==> config.mk <==
export PLATFORM = sky130hd
export DESIGN_NAME = ifq_fetch_ctrl
export DESIGN_NICKNAME = d
export VERILOG_FILES = /design/src/rtl/ifq_pkg.sv /design/src/rtl/ifq_perf_cnt.sv /design/src/rtl/ifq_fetch_ctrl.sv
export SDC_FILE = /design/constraint.sdc
export NUM_CORES = 1
export LEC_CHECK = 0
export ABC_AREA = 1
export BUFFER_PORTS_ARGS = -buffer_cell sky130_fd_sc_hd__buf_2
export CORE_ASPECT_RATIO = 0.8
export CORE_UTILIZATION = 25
export CTS_BUF_LIST = sky130_fd_sc_hd__clkbuf_8
export DETAILED_ROUTE_END_ITERATION = 12
export SKIP_LAST_GASP = 1
export SYNTH_ARGS = -nofsm -noshare
export SYNTH_HDL_FRONTEND = slang
export SYNTH_HIERARCHICAL = 1
export SYNTH_SLANG_ARGS = --single-unit
==> constraint.sdc <==
create_clock -name clk -period 3.2 [get_ports clk]
set_input_delay 0.32 -clock clk [delete_from_list [all_inputs] [get_ports clk]]
set_output_delay 0.32 -clock clk [all_outputs]
set_load 0.02 [all_outputs]
==> src/rtl/ifq_pkg.sv <==
// Shared types and line geometry for the instruction fetch controller.
package ifq_pkg;

  typedef enum logic [1:0] {
    IDLE  = 2'd0,
    WAIT  = 2'd1,
    ABORT = 2'd2
  } fetch_state_t;

  localparam int unsigned LINE_BYTES     = 16;
  localparam int unsigned WORDS_PER_LINE = 4;

  // Words from a given word slot up to the end of its cache line (1..4).
  function automatic logic [2:0] words_left(input logic [1:0] word_idx);
    return 3'(WORDS_PER_LINE) - {1'b0, word_idx};
  endfunction

endpackage

==> src/rtl/ifq_perf_cnt.sv <==
// Saturating 32-bit event counters for fetch performance monitoring.
// Counts lines pushed, redirects and q_free stall cycles; cleared by rst.
module ifq_perf_cnt (
  input  logic        clk,
  input  logic        rst,
  input  logic        line_inc_i,
  input  logic        redirect_inc_i,
  input  logic        stall_inc_i,
  output logic [31:0] perf_lines_o,
  output logic [31:0] perf_redirects_o,
  output logic [31:0] perf_stall_cycles_o
);

  logic [31:0] lines_q, redirects_q, stalls_q;

  always_ff @(posedge clk) begin
    if (rst) begin
      lines_q     <= '0;
      redirects_q <= '0;
      stalls_q    <= '0;
    end else begin
      if (line_inc_i && (lines_q != '1))
        lines_q <= lines_q + 32'd1;
      if (redirect_inc_i && (redirects_q != '1))
        redirects_q <= redirects_q + 32'd1;
      if (stall_inc_i && (stalls_q != '1))
        stalls_q <= stalls_q + 32'd1;
    end
  end

  assign perf_lines_o        = lines_q;
  assign perf_redirects_o    = redirects_q;
  assign perf_stall_cycles_o = stalls_q;

endmodule

==> src/rtl/ifq_fetch_ctrl.sv <==
// Instruction fetch controller: whole-line cache requests into the instruction queue, with redirect/abort.
// Optional perf counters (lines, redirects, stall cycles) when IFQ_FETCH_PERF_EN is defined.
module ifq_fetch_ctrl
  import ifq_pkg::*;
#(
  parameter logic [31:0] RESET_PC    = 32'h0000_0000,
  parameter int          QUEUE_DEPTH = 16
) (
  input  logic                         clk,
  input  logic                         rst,
  output logic [31:0]                  pc_in,
  output logic                         cache_rd_en,
  output logic                         cache_abort,
  input  logic                         dout_valid,
  input  logic [$clog2(QUEUE_DEPTH):0] q_free,
  output logic                         q_push,
  output logic [2:0]                   q_push_count,
  output logic [1:0]                   q_offset,
  output logic                         q_flush,
  input  logic [31:0]                  jmp_branch_address,
  input  logic                         jmp_branch_valid,
`ifdef IFQ_FETCH_PERF_EN
  output logic [31:0]                  perf_lines,
  output logic [31:0]                  perf_redirects,
  output logic [31:0]                  perf_stall_cycles,
`endif
  output logic [31:0]                  pc_out
);

  fetch_state_t state_q;
  logic [31:0]  fetch_pc_q, fetch_pc_d;
  logic         cache_rd_en_q, cache_abort_q;
  logic [31:0]  line_base;
  logic [2:0]   words_needed;
  logic         room_ok, issue_ok;

  assign line_base    = {fetch_pc_q[31:4], 4'b0000};
  assign words_needed = words_left(fetch_pc_q[3:2]);
  assign room_ok      = 32'(q_free) >= 32'(words_needed);
  assign issue_ok     = (state_q == IDLE) && !jmp_branch_valid && room_ok;

  // A redirect in the same cycle as the returning line wins; the line is dropped.
  assign q_push       = (state_q == WAIT) && dout_valid && !jmp_branch_valid && !rst;
  assign q_push_count = q_push ? words_needed : 3'd0;
  assign q_offset     = q_push ? fetch_pc_q[3:2] : 2'd0;
  assign q_flush      = jmp_branch_valid;

  always_comb begin
    fetch_pc_d = fetch_pc_q;
    if (jmp_branch_valid)
      fetch_pc_d = jmp_branch_address & ~32'h3;
    else if (q_push)
      fetch_pc_d = line_base + 32'(LINE_BYTES);
  end

  always_ff @(posedge clk) begin
    if (rst) begin
      state_q       <= IDLE;
      fetch_pc_q    <= RESET_PC;
      cache_rd_en_q <= 1'b0;
      cache_abort_q <= 1'b0;
    end else begin
      fetch_pc_q <= fetch_pc_d;
      case (state_q)
        IDLE: begin
          if (issue_ok) begin
            state_q       <= WAIT;
            cache_rd_en_q <= 1'b1;
          end
        end
        WAIT: begin
          if (jmp_branch_valid) begin
            state_q       <= ABORT;
            cache_rd_en_q <= 1'b0;
            cache_abort_q <= 1'b1;
          end else if (dout_valid) begin
            state_q       <= IDLE;
            cache_rd_en_q <= 1'b0;
          end
        end
        ABORT: begin
          state_q       <= IDLE;
          cache_abort_q <= 1'b0;
        end
        default: begin
          state_q       <= IDLE;
          cache_rd_en_q <= 1'b0;
          cache_abort_q <= 1'b0;
        end
      endcase
    end
  end

  assign pc_in       = line_base;
  assign pc_out      = fetch_pc_q;
  assign cache_rd_en = cache_rd_en_q;
  assign cache_abort = cache_abort_q;

`ifdef IFQ_FETCH_PERF_EN
  logic stall;
  assign stall = (state_q == IDLE) && !jmp_branch_valid && !room_ok;

  ifq_perf_cnt u_perf (
    .clk                 (clk),
    .rst                 (rst),
    .line_inc_i          (q_push),
    .redirect_inc_i      (jmp_branch_valid),
    .stall_inc_i         (stall),
    .perf_lines_o        (perf_lines),
    .perf_redirects_o    (perf_redirects),
    .perf_stall_cycles_o (perf_stall_cycles)
  );
`endif

endmodule

After elaboration in Yosys (flattened, before gate mapping)
Index checks and enable logic that the tools add are counted.
- equality and inequality tests: 5
- $lt $le $gt $ge: 1
- reduce and logical (&&, ||, !) cells: 13
- muxes and demuxes: 14
- add/subtract/negate cells: 2
- bitwise logic cells: 2
- operators by type and width (operator ; number):
    32-bit 2-to-1 mux ; 2
    32-bit by 5-bit adder with 32-bit output, second input constant ; 1
    2-bit 2-to-1 mux ; 4
    5-bit by 3-bit >= comparator with 1-bit output ; 1
    1-bit logical AND ; 5
    1-bit 2-to-1 mux ; 4
    2-bit inequality test, second input constant ; 2
    2-bit one-hot mux with 2 select lines ; 1
    2-bit AND reduction ; 2
    3-bit 2-to-1 mux ; 1
    3-bit inequality test, second input constant ; 1
    1-bit one-hot mux with 3 select lines ; 1
    3-bit AND reduction ; 1
    3-bit by 2-bit subtractor with 3-bit output, first input constant ; 1
    2-bit by 1-bit equality test with 1-bit output, second input constant ; 1
    2-bit equality test, second input constant ; 1
    1-bit zero test ; 2
    2-bit zero test ; 1
    1-bit inverter ; 2
    1-bit one-hot mux with 2 select lines ; 1
    2-bit nonzero test ; 1
    2-bit OR reduction ; 1
- output and inout port bits: 73
- input port bits: 41
- bits in registers: 36
- word-level logic and storage cells: 42

Logic depth before layout (Yosys ltp)
Gate-level depths: netlist of the first run.
- word-level depth: 6
- gate-level depth with buffers: 10
- mapped depth without buffers: 10

Worst setup path before layout of the first run
OpenSTA, ideal clock, no wires.
- path kind: input port to output port
- start: in rst
- end: out q_push_count[0]
- slack: 1.503 ns
- cell stages on the path: 5
- data required time: 2.880 ns
- arrival: 1.377 ns
- buffers on the path: 2
- cell sequence: buf_4 nor2_4 nand2_1 nor2_1 buf_4
- longest elaborated chain between the ends: 3
- RTL lines (element ; RTL line ; source):
    from (decl) ; ifq_fetch_ctrl.sv:10 ; input logic rst,
    1-bit zero test ; ifq_fetch_ctrl.sv:43 ; assign q_push = (state_q == WAIT) && dout_valid && !jmp_branch_valid && !rst;
    1-bit logical AND ; ifq_fetch_ctrl.sv:43 ;
    3-bit 2-to-1 mux ; ifq_fetch_ctrl.sv:44 ; assign q_push_count = q_push ? words_needed : 3'd0;
    to (decl) ; ifq_fetch_ctrl.sv:17 ; output logic [2:0] q_push_count,
No other way between the ends.

Worst setup path in the final report of the first run
- start: in jmp_branch_valid
- end: out q_push
- longest elaborated chain between the ends: 3
- RTL lines (element ; RTL line ; source):
    from (decl) ; ifq_fetch_ctrl.sv:21 ; input logic jmp_branch_valid,
    1-bit zero test ; ifq_fetch_ctrl.sv:43 ;
    1-bit logical AND (2 in series) ; ifq_fetch_ctrl.sv:43 ;
    to (decl) ; ifq_fetch_ctrl.sv:16 ; output logic q_push,
No other way between the ends.

==> impl_metrics.py, run 1 <==
metrics = {
    "power": {
        "leakage_nw": 1.440,
        "ir_drop_v": 0.0001225,
        "powerDensity_mw_per_mm2": 348.0,
        "p_total_mw": 1.123,
    },
    "global_routing": {
        "grt_usage_pct": 15.12,
        "overflow": 0,
        "antenna_found_initial": 0,
        "grt_pass1_vias": 2630,
        "grt_pass1_wl_um": 13500,
        "grt_max_degree": 46,
    },
    "timing": {
        "worst_pin_slew_ps": 618.1,
        "setup_viol": 0,
        "skew_ps": 10.23,
        "fmax_mhz": 470.1,
        "slew_headroom_pct": 58.79,
        "slew_viol_final": 0,
        "fin_crit_sh_pct": 66.47,
        "finalHoldViolCount": 0,
        "rsz0062_at_grt": "no",
        "fin_setup_tns_ps": 0,
        "final.setup.worst_slack_ps": 1073,
        "min_period_ps": 2127,
    },
    "die": {
        "die_h_um": 95.90,
        "num_rows": 33,
        "core_mm2": 0.01049,
        "start_util_pct": 26.27,
        "die-area_mm2": 0.01145,
        "die_w_um": 119.4,
        "ios": 114,
    },
    "final_layout": {
        "fin_area_mm2": 0.003227,
        "fillers": 1212,
        "insertedDiodeCount": 0,
        "drive_gt1_share_pct": 30.06,
        "final_cell_mix": "nand2_1 (108), buf_2 (105), nor2_1 (73), dfxtp_1 (34), inv_1 (33)",
        "nets": 554,
        "final_common_cell": "nand2_1",
        "syn_to_final_growth_pct": 17.12,
    },
    "setup_path": {
        "critPathSlowestCell": "inv_4",
        "cp_max_fo": 45,
        "crit_chain": "buf_2 -> inv_4 -> nand2_1 -> nor2_4 -> buf_2",
        "worstSetupStartpointType": "input port",
        "cp.arrival_ps": 1810,
        "path_buf_inv": 3,
        "critPathCaptureType": "output port",
        "cpMostUsedCell": "buf_2",
        "path_class": "input port to output port",
        "slowest_delay_ps": 450,
        "cp.required_ps": 2880,
        "timing.critical_path.depth": 5,
        "r2r_cells": 9,
        "cpLargestDelayFamily": "buffers and inverters",
    },
    "logic_synthesis": {
        "synthAdderAreaFrac_pct": 2.271,
        "yosys.area_share.simple_pct": 42.19,
        "yosys_warnings": 6,
        "seq_area_frac_synth_pct": 24.70,
        "synth_area_leader_cell": "dfxtp_1",
        "synthTopCellsByArea": "dfxtp_1 (25%), nand2_1 (15%), buf_4 (11%)",
        "synth_area_mm2": 0.002755,
        "synth-xor-area-share_pct": 0.3179,
        "syn_area_per_cell_um2": 6.276,
        "ys_ff_latch": 34,
        "synth_cell_types": 39,
        "synth_compound_area_share_pct": 11.85,
        "synth_cells": 439,
        "synth_top_family_by_area": "simple AND/OR/NAND/NOR gates",
        "synth_top_area_share_pct": 24.70,
        "synth_mux_area_share_pct": 0,
    },
    "clock_network": {
        "cts_tree": "yes",
        "cts.clk_slew.worst_paths_ps": 80,
        "postCtsResizedCells": 0,
        "cts_max_level": 2,
        "postCtsSetupBuffers": 0,
        "clock_path_buffers": 2,
        "hold_buffers": 0,
        "cts_root_buf": "clkbuf_8",
        "numCtsBuffers": 5,
        "clk_latency_ps": 290,
        "cts.sinks": 34,
    },
    "route": {
        "routed_wl_um": 8494,
        "via_per_inst": 4.562,
        "drtPass1Iterations": 5,
        "drt_iter0_markers": 269,
        "wl_per_cell_um": 13.09,
        "vias": 2961,
        "drc": 0,
        "ant_nets": 0,
    },
    "worst_hold_path": {
        "min_path_type": "input port to flop",
        "hold_depth": 3,
    },
    "placement": {
        "gp_congestion": 0.8433,
        "hpwl_um": 6522,
        "placed_cell_area_mm2": 0.003136,
        "post-place-ws_ps": 1043,
        "port-buffer-count": 105,
    },
    "status": {
        "status": "completed",
    },
    "run": {
        "maxCapViolCount": 0,
    },
}
cells by family after synthesis:
logic type      after synthesis
xor+xnor                      1
simple gates                255
compound gates               52
other cells                   1
flops                        34
buf+inv                      91
fa+ha+maj                     5
layer usage:
layer	share of wire (%)	GRT usage [%]
met1	49	21.90
met2	41	23.26
met3	8.8	2.666
met5	0	0
met4	1.0	3.229
synth_stat cells:
cell        n
xor2_1      1
a21boi_1    2
nand3_2     1
nor3_1      7
buf_2       4
o21bai_1    1
nand2_1   108
nand2_2     4
buf_6       2
nand2_4     1
inv_4       1
o21ai_0     9
a21oi_2     2
a22oi_1     2
buf_4      39
nor2_1     73
a21boi_0    2
clkbuf_1    5
a221oi_1    1
nand3b_1    2
nand4_2     1
inv_1      32
a21oi_4     1
clkinv_1    2
nor2_2     12
a31oi_1     6
conb_1      1
nand3_1    32
inv_2       6
dfxtp_1    34
a31o_2      1
nand3_4     1
ha_1        5
nand4_1     5
o21ai_1     3
a211oi_1    2
a21oi_1    16
o211ai_1    4
nor2_4      8
worst min-delay path, stage by stage:
cell and delay, ps:
buf_2 80, o211ai_1 70, inv_1 50
final timing paths:
path,from,to,slack (ps)
worst min-delay path,jmp_branch_address[7],pc_out[7],250
worst min register to register,cache_rd_en,cache_rd_en,480
worst max register to register,pc_out[2],cache_rd_en,1440
worst max-delay path,jmp_branch_valid,q_push,1070
stage by stage:
step	instances	hold slack (ps)	util, %
2_1_floorplan	444	453.3	-
4_1_cts	649	241.9	30.77
6_report	649	249.5	30.77
5_1_grt	649	264.3	30.77
3_3_place_gp	641	453.6	29.90
3_5_place_dp	641	465.0	29.90
registers in the layout (all words and copies together), names as in the netlist:
name	flops
cache_rd_en	1
pc_out	30
state_q	2
cache_abort	1
where the power goes:
| group | internal [mW] | switching, mW |
|---|---|---|
| Sequential | 0.451 | 0.0447 |
| Clock | 0.171 | 0.171 |
| Combinational | 0.0970 | 0.188 |
area by class of cell:
class | instances | area, µm² | share of cell area (%)
clock inverter | 2 | 8.758 | 0.2714
inverter | 41 | 156.4 | 4.847
tap | 140 | 175.2 | 5.428
sequential | 34 | 680.7 | 21.09
clock buffer | 6 | 82.58 | 2.559
multi-input combinational | 319 | 1583 | 49.05
timing repair buffer | 107 | 540.5 | 16.75
Note: power is estimated with default switching activity, not from simulation.
==> inputs of run 2 (changes only) <==
Clock period 3.2 ns to 2.15 ns, I/O delays scaled along.
==> impl_metrics.py, run 2 (synthesis gave the netlist of run 1 again) <==
metrics = {
    "status": {
        "status": "completed",
    },
    "timing": {
        "min_period_ps": 1812,
        "slew_viol_final": 0,
        "finalHoldViolCount": 0,
        "rsz0062_at_grt": "no",
        "fin_setup_tns_ps": 0,
        "skew_ps": 8.440,
        "fin_crit_sh_pct": 84.27,
        "fmax_mhz": 552.0,
        "hold_ws_ps": 144.1,
        "setup_viol": 0,
    },
    "worst_hold_path": {
        "min_path_type": "input port to flop",
        "hold_depth": 3,
        "whs_endpoint": "pc_out[7]",
        "hold_start": "jmp_branch_address[7]",
    },
    "global_routing": {
        "antenna_found_initial": 0,
        "grt_pass1_wl_um": 13250,
        "grt_usage_pct": 14.97,
        "overflow": 0,
        "grt_pass1_vias": 2673,
        "grt_max_degree": 43,
    },
    "die": {
        "core_mm2": 0.01049,
        "ios": 114,
        "die_w_um": 119.4,
        "start_util_pct": 26.27,
        "num_rows": 33,
        "die-area_mm2": 0.01145,
        "die_h_um": 95.90,
    },
    "route": {
        "wl_per_cell_um": 13.08,
        "vias": 2941,
        "ant_nets": 0,
        "via_per_inst": 4.511,
        "drc": 0,
        "drtPass1Iterations": 4,
        "drt_iter0_markers": 174,
        "routed_wl_um": 8529,
    },
    "final_layout": {
        "final_cell_mix": "nand2_1 (108), buf_2 (105), nor2_1 (73), dfxtp_1 (34), inv_1 (33)",
        "largest_reg_flops": 30,
        "final_common_cell": "nand2_1",
        "syn_to_final_growth_pct": 18.39,
        "drive_gt1_share_pct": 30.47,
        "insertedDiodeCount": 0,
        "fin_util_pct": 31.10,
        "fillers": 1193,
        "nets": 557,
    },
    "setup_path": {
        "cp.arrival_ps": 1600,
        "path_buf_inv": 2,
        "path_class": "flop to output port",
        "startpoint": "state_q[1]",
        "cp_max_fo": 10,
        "worstSetupStartpointType": "flop",
        "r2r_slack_ps": 440,
        "cp.required_ps": 1930,
        "critPathSlowestCell": "dfxtp_1",
        "r2r_cells": 9,
        "cpLargestDelayFamily": "simple AND/OR/NAND/NOR gates",
        "slowest_delay_ps": 330,
        "crit_chain": "inv_2 -> nand2_1 -> nor2_1 -> nand2_1 -> nor2_1 -> buf_2",
        "r2r-end": "state_q[0]",
        "critPathCaptureType": "output port",
        "crit-reg2reg-launch": "pc_out[2]",
    },
    "clock_network": {
        "cts.clk_slew.worst_paths_ps": 80,
        "cts.sinks": 34,
        "clk_latency_ps": 290,
        "clock_path_buffers": 2,
        "cts_max_level": 2,
        "cts_root_buf": "clkbuf_8",
        "cts_tree": "yes",
        "hold_buffers": 0,
        "postCtsSetupBuffers": 0,
        "numCtsBuffers": 5,
        "postCtsResizedCells": 0,
    },
    "power": {
        "p_clk_share_pct": 30.1,
        "leakage_nw": 1.459,
        "power_frac_seq_pct": 44.0,
        "p_sw_mw": 0.5973,
        "power_frac_comb_pct": 25.9,
        "p_int_mw": 1.077,
        "ir_drop_v": 0.0002801,
        "powerDensity_mw_per_mm2": 513.2,
        "swShare_pct": 35.68,
    },
    "placement": {
        "hpwl_um": 6577,
        "port-buffer-count": 105,
        "gp_congestion": 0.8571,
    },
    "run": {
        "maxCapViolCount": 0,
    },
}
## run 2: changes by cell type in the layout (fill, tap and decap cells not counted)
| cell | previous run | this run |
|---|---|---|
| buf_4 | 2 | 4 |
| buf_12 | 0 | 1 |
## run 2: how the worst max path moves through the flow
stage | end | cells past startpoint
after floorplan | cache_rd_en | 9
after global placement | cache_rd_en | 9
after detailed placement | state_q[0] | 9
after CTS | q_push_count[0] | 6
after global routing | q_offset[0] | 6
final | q_push_count[0] | 6
## run 2: through the flow
step	power [mW]	cell area [µm²]	worst slack, ps	cells
2_1_floorplan	1.077	2774	471.3	444
3_3_place_gp	1.180	3171	492.5	644
3_5_place_dp	1.188	3171	420.6	644
4_1_cts	1.693	3262	297.7	652
5_1_grt	1.772	3262	199.0	652
6_report	1.674	3262	338.3	652
## run 2: per-layer routing
layer / share of wire (%) / GRT usage, %
met5: 0 / 0
met4: 0.87 / 3.438
met3: 6.7 / 2.844
met2: 43 / 24.22
met1: 50 / 20.59
## run 2: layout make-up
cell class / count / area [µm²] / area share (%)
Sequential cell: 34 / 680.7 / 20.87
Inverter: 41 / 156.4 / 4.795
Clock buffer: 6 / 82.58 / 2.532
Multi-Input combinational cell: 319 / 1583 / 48.52
Timing Repair Buffer: 110 / 575.6 / 17.64
Tap cell: 140 / 175.2 / 5.370
Clock inverter: 2 / 8.758 / 0.2685
## run 2: power groups by stage
stage	Sequential [mW]	Combinational (mW)	Clock [mW]
after floorplan	0.784	0.293	0
after global placement	0.750	0.430	0
after detailed placement	0.753	0.435	0
after CTS	0.738	0.437	0.518
after global routing	0.747	0.479	0.545
final	0.737	0.433	0.504
## run 2: worst reg2reg max path, delay by kind of cell (launching register included)
family	cells	cell delay, ps
buffers and inverters	2	130
and+or+nand+nor	2	180
adders and majority gates	2	540
AOI/OAI and AO/OA	3	350
DFF	1	390
==> inputs of run 3 (changes only) <==
Settings changed: ABC_AREA 1 to 0.
Clock period 2.15 ns to 1.6 ns, I/O delays scaled along.
==> impl_metrics.py, run 3 <==
metrics = {
    "power": {
        "p_sw_mw": 0.7810,
        "p_clk_share_pct": 27.1,
        "swShare_pct": 34.14,
        "powerDensity_mw_per_mm2": 608.0,
        "p_int_mw": 1.507,
        "power_frac_seq_pct": 41.1,
        "ir_drop_v": 0.0002896,
        "leakage_nw": 1.715,
        "power_frac_comb_pct": 31.8,
    },
    "timing": {
        "slew_viol_final": 0,
        "skew_ps": 8.221,
        "final.setup.worst_slack_ps": -349.7,
        "fmax_mhz": 512.9,
        "setup_viol": 31,
        "min_period_ps": 1950,
        "fin_crit_sh_pct": 121.9,
        "finalHoldViolCount": 0,
        "hold_ws_ps": 109.5,
        "rsz0062_at_grt": "yes",
    },
    "setup_path": {
        "cp.required_ps": 1810,
        "crit_chain": "or3b_4 -> or4_4 -> or4_4 -> a311oi_2",
        "slowest_delay_ps": 490,
        "cpLargestDelayFamily": "simple AND/OR/NAND/NOR gates",
        "cp_max_fo": 3,
        "path_buf_inv": 0,
        "worstSetupStartpointType": "flop",
        "cpMostUsedCell": "or4_4",
        "path_class": "flop to flop",
        "critPathCaptureType": "flop",
        "critPathSlowestCell": "or4_4",
        "cp.arrival_ps": 2160,
    },
    "logic_synthesis": {
        "synth_common_cells": "buf_4 (36), dfxtp_1 (34), nor2_1 (28)",
        "synth_area_mm2": 0.002295,
        "synthTopCellsByArea": "dfxtp_1 (30%), buf_4 (12%), nor2_1 (4.6%)",
        "yosys_warnings": 6,
        "synth-edff-count": 0,
        "synthArstFlopShare_pct": 0,
        "synth_cell_types": 48,
        "ys_ff_latch": 34,
        "yosys.cell_count.top_type": "buf_4",
        "synth_cells": 296,
        "synth_area_leader_cell": "dfxtp_1",
        "synthFlopType": "dfxtp_1",
        "seq_area_frac_synth_pct": 29.66,
        "syn_area_per_cell_um2": 7.752,
        "synth_top_area_share_pct": 29.66,
    },
    "placement": {
        "gp_congestion": 0.8599,
        "port-buffer-count": 105,
        "placed_cell_area_mm2": 0.003208,
        "dp.cells": 529,
        "hpwl_um": 6070,
    },
    "final_layout": {
        "fin_util_pct": 43.20,
        "final_cell_mix": "buf_2 (100), buf_4 (70), nand2_1 (24), nor2_1 (23), buf_6 (21)",
        "syn_to_final_growth_pct": 63.96,
        "nets": 491,
        "largest_reg_flops": 30,
        "final_common_cell": "buf_2",
        "drive_gt1_share_pct": 58.74,
        "insertedDiodeCount": 0,
        "fin_area_mm2": 0.003762,
        "fillers": 869,
        "fin_cells": 558,
    },
    "die": {
        "die-area_mm2": 0.009568,
        "start_util_pct": 26.35,
        "num_rows": 30,
        "die_w_um": 109.1,
        "die_h_um": 87.69,
        "ios": 114,
        "core_mm2": 0.008708,
    },
    "clock_network": {
        "numCtsBuffers": 5,
        "cts_tree": "yes",
        "cts.clk_slew.worst_paths_ps": 80,
        "clock_path_buffers": 2,
        "cts_max_level": 2,
        "cts.sinks": 34,
        "cts_root_buf": "clkbuf_8",
        "clk_latency_ps": 290,
    },
    "global_routing": {
        "overflow": 0,
        "grt_max_degree": 36,
        "grt_usage_pct": 17.48,
        "grt_pass1_vias": 2657,
        "grt_pass1_wl_um": 13050,
        "antenna_found_initial": 0,
    },
    "route": {
        "drtPass1Iterations": 4,
        "wl_per_cell_um": 14.97,
        "drc": 0,
        "ant_nets": 0,
        "via_per_inst": 4.912,
        "drt_iter0_markers": 126,
        "routed_wl_um": 8356,
        "vias": 2741,
    },
    "worst_hold_path": {
        "min_path_type": "input port to flop",
    },
    "status": {
        "status": "complete, but fails checks",
        "violations": "negative setup slack",
    },
    "run": {
        "maxCapViolCount": 0,
    },
}
## run 3: changes by cell type in the layout (fill, tap and decap cells not counted), moves of 9 or more
cell	change
or3_1	+9
dfxtp_1	-24
dfxtp_2	+17
nor2_1	-50
a21oi_1	-11
inv_1	-22
nand3_1	-20
nor2_2	-9
buf_6	+21
buf_4	+66
nand2_1	-84
## run 3: per-stage QoR
step	setup TNS [ps]	setup WS, ps	total power [mW]
after floorplan	-2406	-443.6	1.371
after global placement	-4382	-372.4	1.586
after detailed placement	-5542	-393.2	1.598
after CTS	-5613	-333.5	2.268
after global routing	-8047	-396.9	2.408
final	-4582	-349.7	2.288
## run 3: area by class of cell
| cell class | instances | area, µm² | area share (%) |
|---|---|---|---|
| Inverter | 13 | 56.30 | 1.497 |
| Clock buffer | 5 | 68.82 | 1.829 |
| Timing Repair Buffer | 192 | 1282 | 34.09 |
| Sequential cell | 34 | 728.2 | 19.35 |
| Tap cell | 112 | 140.1 | 3.725 |
| Multi-Input combinational cell | 199 | 1475 | 39.21 |
| Clock inverter | 3 | 11.26 | 0.2993 |
## run 3: routing by layer
| layer | routed length (µm) | vias to the layer above | track usage, % |
|---|---|---|---|
| li1 | - | 1341 | - |
| met1 | 3879 | 1295 | 23.39 |
| met2 | 3859 | 95 | 28.53 |
| met3 | 533 | 10 | 3.795 |
| met4 | 83 | 0 | 4.300 |
| met5 | 0 | - | 0 |
## run 3: logic make-up after synthesis
family	after synthesis	synth area share [%]
AOI/OAI and AO/OA	60	18.97
xor gates and xnor gates	5	1.909
adders and majority gates	5	2.726
buffers and inverters	68	17.39
DFF	34	29.66
muxes	1	0.4907
other	1	0.1634
and+or+nand+nor	122	28.68
## run 3: final timing paths
path / slack [ps] / end / cells past startpoint / from
setup / recovery: -350 / pc_out[25] / 4 / state_q[1]
hold / removal: 110 / pc_out[2] / 3 / jmp_branch_address[2]
setup reg to reg: -350 / pc_out[25] / 4 / state_q[1]
hold reg to reg: 460 / cache_abort / 1 / cache_abort
## run 3: tightest hold or removal path: stages
cell	delay, ps
buf_2	100
nand2_1	50
a21oi_1	50
## run 3: repair_timing
item,CTS,global route
pin swaps,30,28
resized for setup,45,28
hold buffers,0,0
endpoints found under the hold margin,0,0
setup buffers,18,4
cloned,1,0
endpoints found under the setup margin,29,38
## run 3: power by group through the flow
stage / combinational [mW] / sequential (mW) / clock, mW
2_1_floorplan: 0.320 / 1.05 / 0
3_3_place_gp: 0.632 / 0.954 / 0
3_5_place_dp: 0.642 / 0.956 / 0
4_1_cts: 0.696 / 0.939 / 0.633
5_1_grt: 0.791 / 0.947 / 0.670
6_report: 0.727 / 0.941 / 0.620
